==> src/rtl/clken_monitor.sv <==
// Receive-side supervisor for a single-cycle clock-enable pulse train: measures the
// spacing between pulses, flags early/late pulses and declares lock after a good run.
module clken_monitor #(
    parameter int EXP_PERIOD = 17,
    parameter int TOL        = 0,
    parameter int LOCK_CNT   = 4,
    parameter int WIDTH      = 16
) (
    input  logic             clk,
    input  logic             rst,
    input  logic             clken,
    output logic [WIDTH-1:0] period,
    output logic             period_valid,
    output logic             locked,
    output logic             err_early,
    output logic             err_late,
    output logic [7:0]       err_cnt
);

    // A tolerance wider than the period would underflow the lower bound; clamp to 1.
    localparam int LO = (TOL >= EXP_PERIOD) ? 1 : EXP_PERIOD - TOL;
    localparam int HI = EXP_PERIOD + TOL;
    localparam int GW = $clog2(LOCK_CNT + 1);

    localparam logic [WIDTH-1:0] LO_W    = WIDTH'(LO);
    localparam logic [WIDTH-1:0] HI_W    = WIDTH'(HI);
    localparam logic [WIDTH-1:0] CNT_MAX = '1;
    localparam logic [GW-1:0]    LOCK_G  = GW'(LOCK_CNT);

    typedef enum logic [1:0] {IDLE, ACQ, LOCKED} state_t;

    state_t           state, state_n;
    logic [WIDTH-1:0] cnt, cnt_n;
    logic [GW-1:0]    good_cnt, good_n;
    logic [WIDTH-1:0] period_n;
    logic             pv_n, early_n, late_n, err_inc;
    logic [7:0]       err_cnt_n;

    always_ff @(posedge clk or posedge rst) begin
        if (rst) begin
            state        <= IDLE;
            cnt          <= '0;
            good_cnt     <= '0;
            period       <= '0;
            period_valid <= 1'b0;
            locked       <= 1'b0;
            err_early    <= 1'b0;
            err_late     <= 1'b0;
            err_cnt      <= '0;
        end else begin
            state        <= state_n;
            cnt          <= cnt_n;
            good_cnt     <= good_n;
            period       <= period_n;
            period_valid <= pv_n;
            locked       <= (state_n == LOCKED);
            err_early    <= early_n;
            err_late     <= late_n;
            err_cnt      <= err_cnt_n;
        end
    end

    always_comb begin
        state_n  = state;
        good_n   = good_cnt;
        period_n = period;
        pv_n     = 1'b0;
        early_n  = 1'b0;
        late_n   = 1'b0;
        err_inc  = 1'b0;
        cnt_n    = clken ? WIDTH'(1) : ((cnt == CNT_MAX) ? cnt : cnt + 1'b1);

        unique case (state)
            IDLE: begin
                if (clken) begin
                    state_n = ACQ;
                    good_n  = '0;
                end
            end
            ACQ, LOCKED: begin
                if (clken) begin
                    period_n = cnt;
                    pv_n     = 1'b1;
                    if (cnt < LO_W) begin
                        // Early pulse becomes the new reference; acquisition restarts.
                        early_n = 1'b1;
                        err_inc = 1'b1;
                        good_n  = '0;
                        state_n = ACQ;
                    end else if (cnt <= HI_W) begin
                        good_n = (good_cnt == LOCK_G) ? good_cnt : good_cnt + 1'b1;
                        if (good_n == LOCK_G)
                            state_n = LOCKED;
                    end
                end else if (cnt == HI_W) begin
                    // Window closed with no pulse: drop the reference entirely.
                    late_n  = 1'b1;
                    err_inc = 1'b1;
                    good_n  = '0;
                    state_n = IDLE;
                end
            end
            default: state_n = IDLE;
        endcase

        err_cnt_n = (err_inc && err_cnt != 8'hFF) ? err_cnt + 8'd1 : err_cnt;
    end

endmodule
==> config.mk <==
export PLATFORM = sky130hd
export DESIGN_NAME = clken_monitor
export DESIGN_NICKNAME = d
export VERILOG_FILES = /design/src/rtl/clken_monitor.sv
export SDC_FILE = /design/constraint.sdc
export NUM_CORES = 1
export LEC_CHECK = 0
export CAP_MARGIN = 20
export CELL_PAD_IN_SITES_DETAIL_PLACEMENT = 1
export CELL_PAD_IN_SITES_GLOBAL_PLACEMENT = 2
export CORE_MARGIN = 1.5
export CORE_UTILIZATION = 38
export CTS_BUF_LIST = sky130_fd_sc_hd__clkbuf_4
export DETAILED_ROUTE_END_ITERATION = 12
export PLACE_DENSITY_LB_ADDON = 0.05
export SYNTH_ARGS = -nofsm -noshare
export SYNTH_HDL_FRONTEND = slang
export SYNTH_SLANG_ARGS = --single-unit
==> constraint.sdc <==
create_clock -name clk -period 2.15 [get_ports clk]
set_input_delay 0.43 -clock clk [delete_from_list [all_inputs] [get_ports clk]]
set_output_delay 0.43 -clock clk [all_outputs]
set_load 0.05 [all_outputs]
### Word level (Yosys, flattened, before mapping)

Cells that the tools add are included.

* multiplexer cells: 26
* $add $sub $neg: 3
* equality and inequality tests: 12
* $lt $le $gt $ge: 2
* reduce and logical (&&, ||, !) cells: 6

Operators with widths (count)
* 2-to-1 mux 16 bit: 2
* 2-to-1 mux 3 bit: 6
* adder 16 x 1 -> 16 bit, second input constant: 1
* equality test 16 bit, second input constant: 1
* equality test 16 x 5 -> 1 bit, second input constant: 1
* less-or-equal comparator 16 x 5 -> 1 bit, second input constant: 1
* < comparator 16 x 5 -> 1 bit, second input constant: 1
* 2-to-1 mux 2 bit: 6
* 2-to-1 mux 1 bit: 10
* adder 8 x 1 -> 8 bit, second input constant: 1
* != test 8 bit, second input constant: 1
* equality test 3 bit, second input constant: 2
* one-hot mux 3 bit (2 select lines): 1
* equality test 2 bit, second input constant: 2
* != test 2 bit, second input constant: 2
* != test 4 bit, second input constant: 1
* one-hot mux 2 bit (2 select lines): 1
* AND reduction 4 bit: 1
* adder 3 x 1 -> 3 bit, second input constant: 1
* != test 3 bit, second input constant: 1
* equality test 2 x 1 -> 1 bit, second input constant: 1
* logical NOT 2 bit: 1
* AND reduction 2 bit: 1
* nonzero test 2 bit: 1
* 2 further kinds: 2

* output and inout port bits: 28
* logic and storage cells: 58
* register bits: 49

### Logic depth before layout (Yosys ltp)

* depth in word-level cells: 9
* gate-level depth with buffers: 7
* gate-level depth less buffers: 7

### Least setup slack after synthesis

OpenSTA, ideal clock, no wires.

* path kind: reg2reg
* start point: register cnt[0]
* end point: register err_cnt[1]
* clock period less this slack: 1.968 ns
* slack: 0.182 ns
* data required time: 2.022 ns
* cell stages (with the launch flop): 8
* library setup time: 0.128 ns
* arrival: 1.841 ns
* path through: dfrtp_1 inv_1 ha_1 nor3b_1 o2111ai_2 mux2_4 nor2_2 mux2_1

* cells in the longest elaborated chain, start to end: 5

Ends and longest elaborated chain
* from (decl): line 33 `logic [WIDTH-1:0] cnt, cnt_n;`
* from (signal assigned): line 52 `cnt <= cnt_n;`
* < comparator 16 x 5 -> 1 bit or equality test 16 x 5 -> 1 bit (tied branches): line 84, 95
* 2-to-1 mux 1 bit, on equally long branches: line 84, 95
* 2-to-1 mux 1 bit *: line 81 `if (clken) begin`
* 2-to-1 mux 1 bit *: line 73 `unique case (state)`
* logical AND 1 bit *: line 106 `err_cnt_n = (err_inc && err_cnt != 8'hFF) ? err_cnt + 8'd1 : err_cnt;`
* to (signal assigned): line 59 `err_cnt <= err_cnt_n;`
* to (decl): line 17 `output logic [7:0] err_cnt`

Mark *: on every way between the ends. The rest lies on a longest branch, timed or not.
A chain may end at the register's enable or synchronous reset.

### Worst setup path in the final report

* start point: register err_cnt[2]
* end point: output err_cnt[2]

No word-level cell between the ends.

==> run_results.csv <==
group,metric,value,unit
synthesis,unique_masters_post_synth,52,
critical_path,cp_max_fo,5,
layout,finalNetCount,299,
power,worst_ir_drop_vdd,0.310,mV
critical_path,req_time_crit_path,1720,ps
synthesis,seq_area_frac_synth,47.8,%
layout,num_antenna_cells,0,
sta,worst_slack,98.3,ps
floorplanning,chipHeight,85.1,µm
sta,timing.slew.headroom,65.7,%
critical_path,critical_path_class,"reg2out",
routing,initialDrtViolationCount,51,
clock_tree,clock_path_buffers,2,
clock_tree,clkSlewWorstSetupHoldPaths,140,ps
place,gp_congestion,0.774,
synthesis,synth.ff_latch_count,49,
sta,clock_skew,13.5,ps
routing,wl,5560,µm
sta,drv_slew,0,
global_routing,grt_pass1_vias,1963,
run_status,violations,"DRC",
critical_path,critical_path.cell_chain,"clkdlybuf4s50_1",
synthesis,synth_enable_flop_cells,0,
clock_tree,clock_sink_count,49,
sta,final_period_utilization,95.4,%
sta,fmax,0.487,GHz
critical_path,worst-r2r-cell-count,6,
global_routing,largest_net_degree_at_the_start_of_global_routing,33,
clock_tree,htree_levels,2,
layout,area.growth.synth_to_final,25.1,%
clock_tree,clock_tree.root_cell,"clkbuf_4",
sta,final-setup-viol-count,0,
global_routing,global_route.usage.met1,21.7,%
routing,drt.antenna.violating_nets,0,
critical_path,ff2ff_setup_slack,130,ps
synthesis,mappedNetlistNets,244,
critical_path,timing.critical_path.slowest_cell_delay,830,ps
clock_tree,insertion_delay,360,ps
global_routing,wire_length_of_the_first_global_routing_pass,9600,µm
layout,fraction_of_final_layout_cells_sized_beyond_drive_strength_1,24.7,%
critical_path,cp_slowest_cell,"clkdlybuf4s50_1",
routing,remaining_drc_errors,2,
place,detailed_place_hpwl,4220,µm
min_path,min_path_type,"in2async",
critical_path,start_kind,"flip-flop",
synthesis,synth_area_per_cell,11.0,µm²
clock_tree,post_cts_hold_buffer_count,0,
global_routing,grt_overflow,0,
power,power-per-cell-area,827,nW/µm²
routing,wire_per_inst,15.3,µm
critical_path,regToRegEndpoint,"good_cnt[0]$_DFFE_PP0P_",
synthesis,synth.top_cells.by_count,"dfrtp_1 (49), nand2_1 (17), nor2_1 (17)",
critical_path,critical_path.top_delay_family,"buffers and inverters",
flow_run,maxCapViolations,0,
synthesis,synthCells,233,
floorplanning,floorplan.core_area,6420,µm²
place,input_output_buffers,30,
global_routing,track_usage,16.6,%
clock_tree,tritoncts_clock_tree,"yes",
floorplanning,floorplan.io_pins,31,
routing,detailedRoute.firstPassIterationCount,8,
synthesis,syn_area,2560,µm²
floorplanning,initial_utilization,39.9,%
routing,vias,1913,
global_routing,grt_most_used_layer,"met2",
synthesis,yosysMostFrequentCell,"dfrtp_1",
synthesis,netlist_top_cells_area,"dfrtp_1 (48%), mux2_2 (5.7%), ha_1 (3.9%)",
sta,worst_slew_pin_slew,513,ps
run_status,outcome,"finished, violations left",
floorplanning,rows,29,
clock_tree,cts-buffers-inserted,5,
global_routing,grt.met3_usage,3.40,%
critical_path,critPathArrivalTime,1620,ps
place,place_worst_setup_slack,47.2,ps
sta,finalSetupTns,0,ps
floorplanning,dieWidth,85.1,µm
synthesis,netlist.area_leader.share,47.8,%
critical_path,timing.rr.start,"cnt[5]$_DFFE_PP0P_",
critical_path,cp-end-kind,"primary output",
synthesis,number_of_warning_messages_in_the_yosys_log,0,
routing,detail_route.vias_per_cell,5.26,
floorplanning,die-area,7250,µm²
global_routing,antenna_found_initial,0,
synthesis,asyncSetResetFlopFracSynth,100,%
critical_path,worstPathBufferInverterCount,1,
power,leakage_component_of_the_power,0.00141,µW
sta,period_minus_slack,2050,ps
sta,hold_ws,359,ps
sta,finalHoldViolations,0,
global_routing,use_met2,28.3,%
synthesis,synthDominantAreaCellType,"dfrtp_1",
synthesis,yosys_most_used_dff,"dfrtp_1",
-- per-layer routing --
metal / share of wire (%) / wire length, µm
met1: 47 / 2600
met2: 50 / 2750
met3: 2.7 / 149
met4: 0.92 / 51
met5: 0 / 0
-- logic make-up (layout without fill, tap and decap cells) --
group | after synthesis | after routing | synth area share, %
compound gates | 33 | 33 | 9.61
xor+xnor | 18 | 18 | 6.15
fa+ha+maj | 8 | 8 | 3.90
buf+inv | 20 | 74 | 3.37
flops | 49 | 49 | 47.8
mux | 16 | 16 | 7.13
simple gates | 89 | 89 | 22.0
-- power breakdown --
group          internal, µW  switching, µW  total (µW)
clock                   114            278         392
combinational           401            701        1100
sequential             1040            114        1160
total                  1560           1090        2650
-- cell type report --
class / instances / area (µm²)
clock buffer: 5 / 37.5
clock inverter: 1 / 5.00
fill: 724 / 3220
inverter: 11 / 41.3
multi-input combinational: 164 / 1280
sequential: 49 / 1230
tap: 77 / 96.3
timing repair buffer: 57 / 518
-- placed cells by master, fill, tap and decap left out, types with 2 or more instances in the layout --
cell	synthesis	layout
a211oi_1	7	7
a21oi_1	6	6
and3_1	3	3
and4_1	2	2
buf_4	3	26
clkbuf_4	0	5
clkdlybuf4s50_1	0	29
dfrtp_1	49	49
ha_1	8	8
inv_1	9	8
inv_2	1	2
mux2_2	13	13
nand2_1	17	17
nand3_1	11	11
nand3b_1	2	2
nand4_1	6	6
nor2_1	17	17
nor2b_1	4	4
nor3_1	4	4
nor3_2	6	6
nor3b_2	2	3
nor4_4	2	2
nor4b_2	1	2
o21ai_0	6	5
o21ai_1	1	2
o31ai_1	2	2
or3_1	2	2
xnor2_1	11	11
xor2_1	7	7
-- registers in the layout (all words and copies together) (netlist names) --
register      cells
err_late          1
cnt              16
err_cnt           8
good_cnt          3
locked            1
state             2
period_valid      1
err_early         1
period           16
-- worst max-delay path by stage --
stage,start,to,slack [ps],cells past startpoint
final,err_cnt[2]$_DFFE_PP0P_,err_cnt[2],100,1
after detailed placement,cnt[1]$_DFFE_PP0P_,err_cnt[1]$_DFFE_PP0P_,50,7
after global placement,cnt[6]$_DFFE_PP0P_,locked$_DFF_PP0_,100,5
after floorplan,cnt[0]$_DFFE_PP0P_,err_cnt[1]$_DFFE_PP0P_,180,7
after global routing,cnt[1]$_DFFE_PP0P_,err_cnt[5]$_DFFE_PP0P_,-10,8
after CTS,cnt[1]$_DFFE_PP0P_,err_cnt[1]$_DFFE_PP0P_,7,7
-- per-stage QoR --
stage | cell area [µm²] | utilization, % | cells | total power [µW]
floorplan | 2560 | - | 233 | 1900
global placement | 3110 | 48.4 | 355 | 2270
detailed placement | 3110 | 48.4 | 355 | 2290
CTS | 3150 | 49.1 | 361 | 2690
global route | 3210 | 49.9 | 364 | 2810
finish | 3210 | 49.9 | 364 | 2650
-- what timing repair did --
item | CTS | global route
gates resized for setup | 0 | 7
endpoints found under the setup margin | 0 | 11
setup buffers | 0 | 3
(Power assumes the default switching activity.)
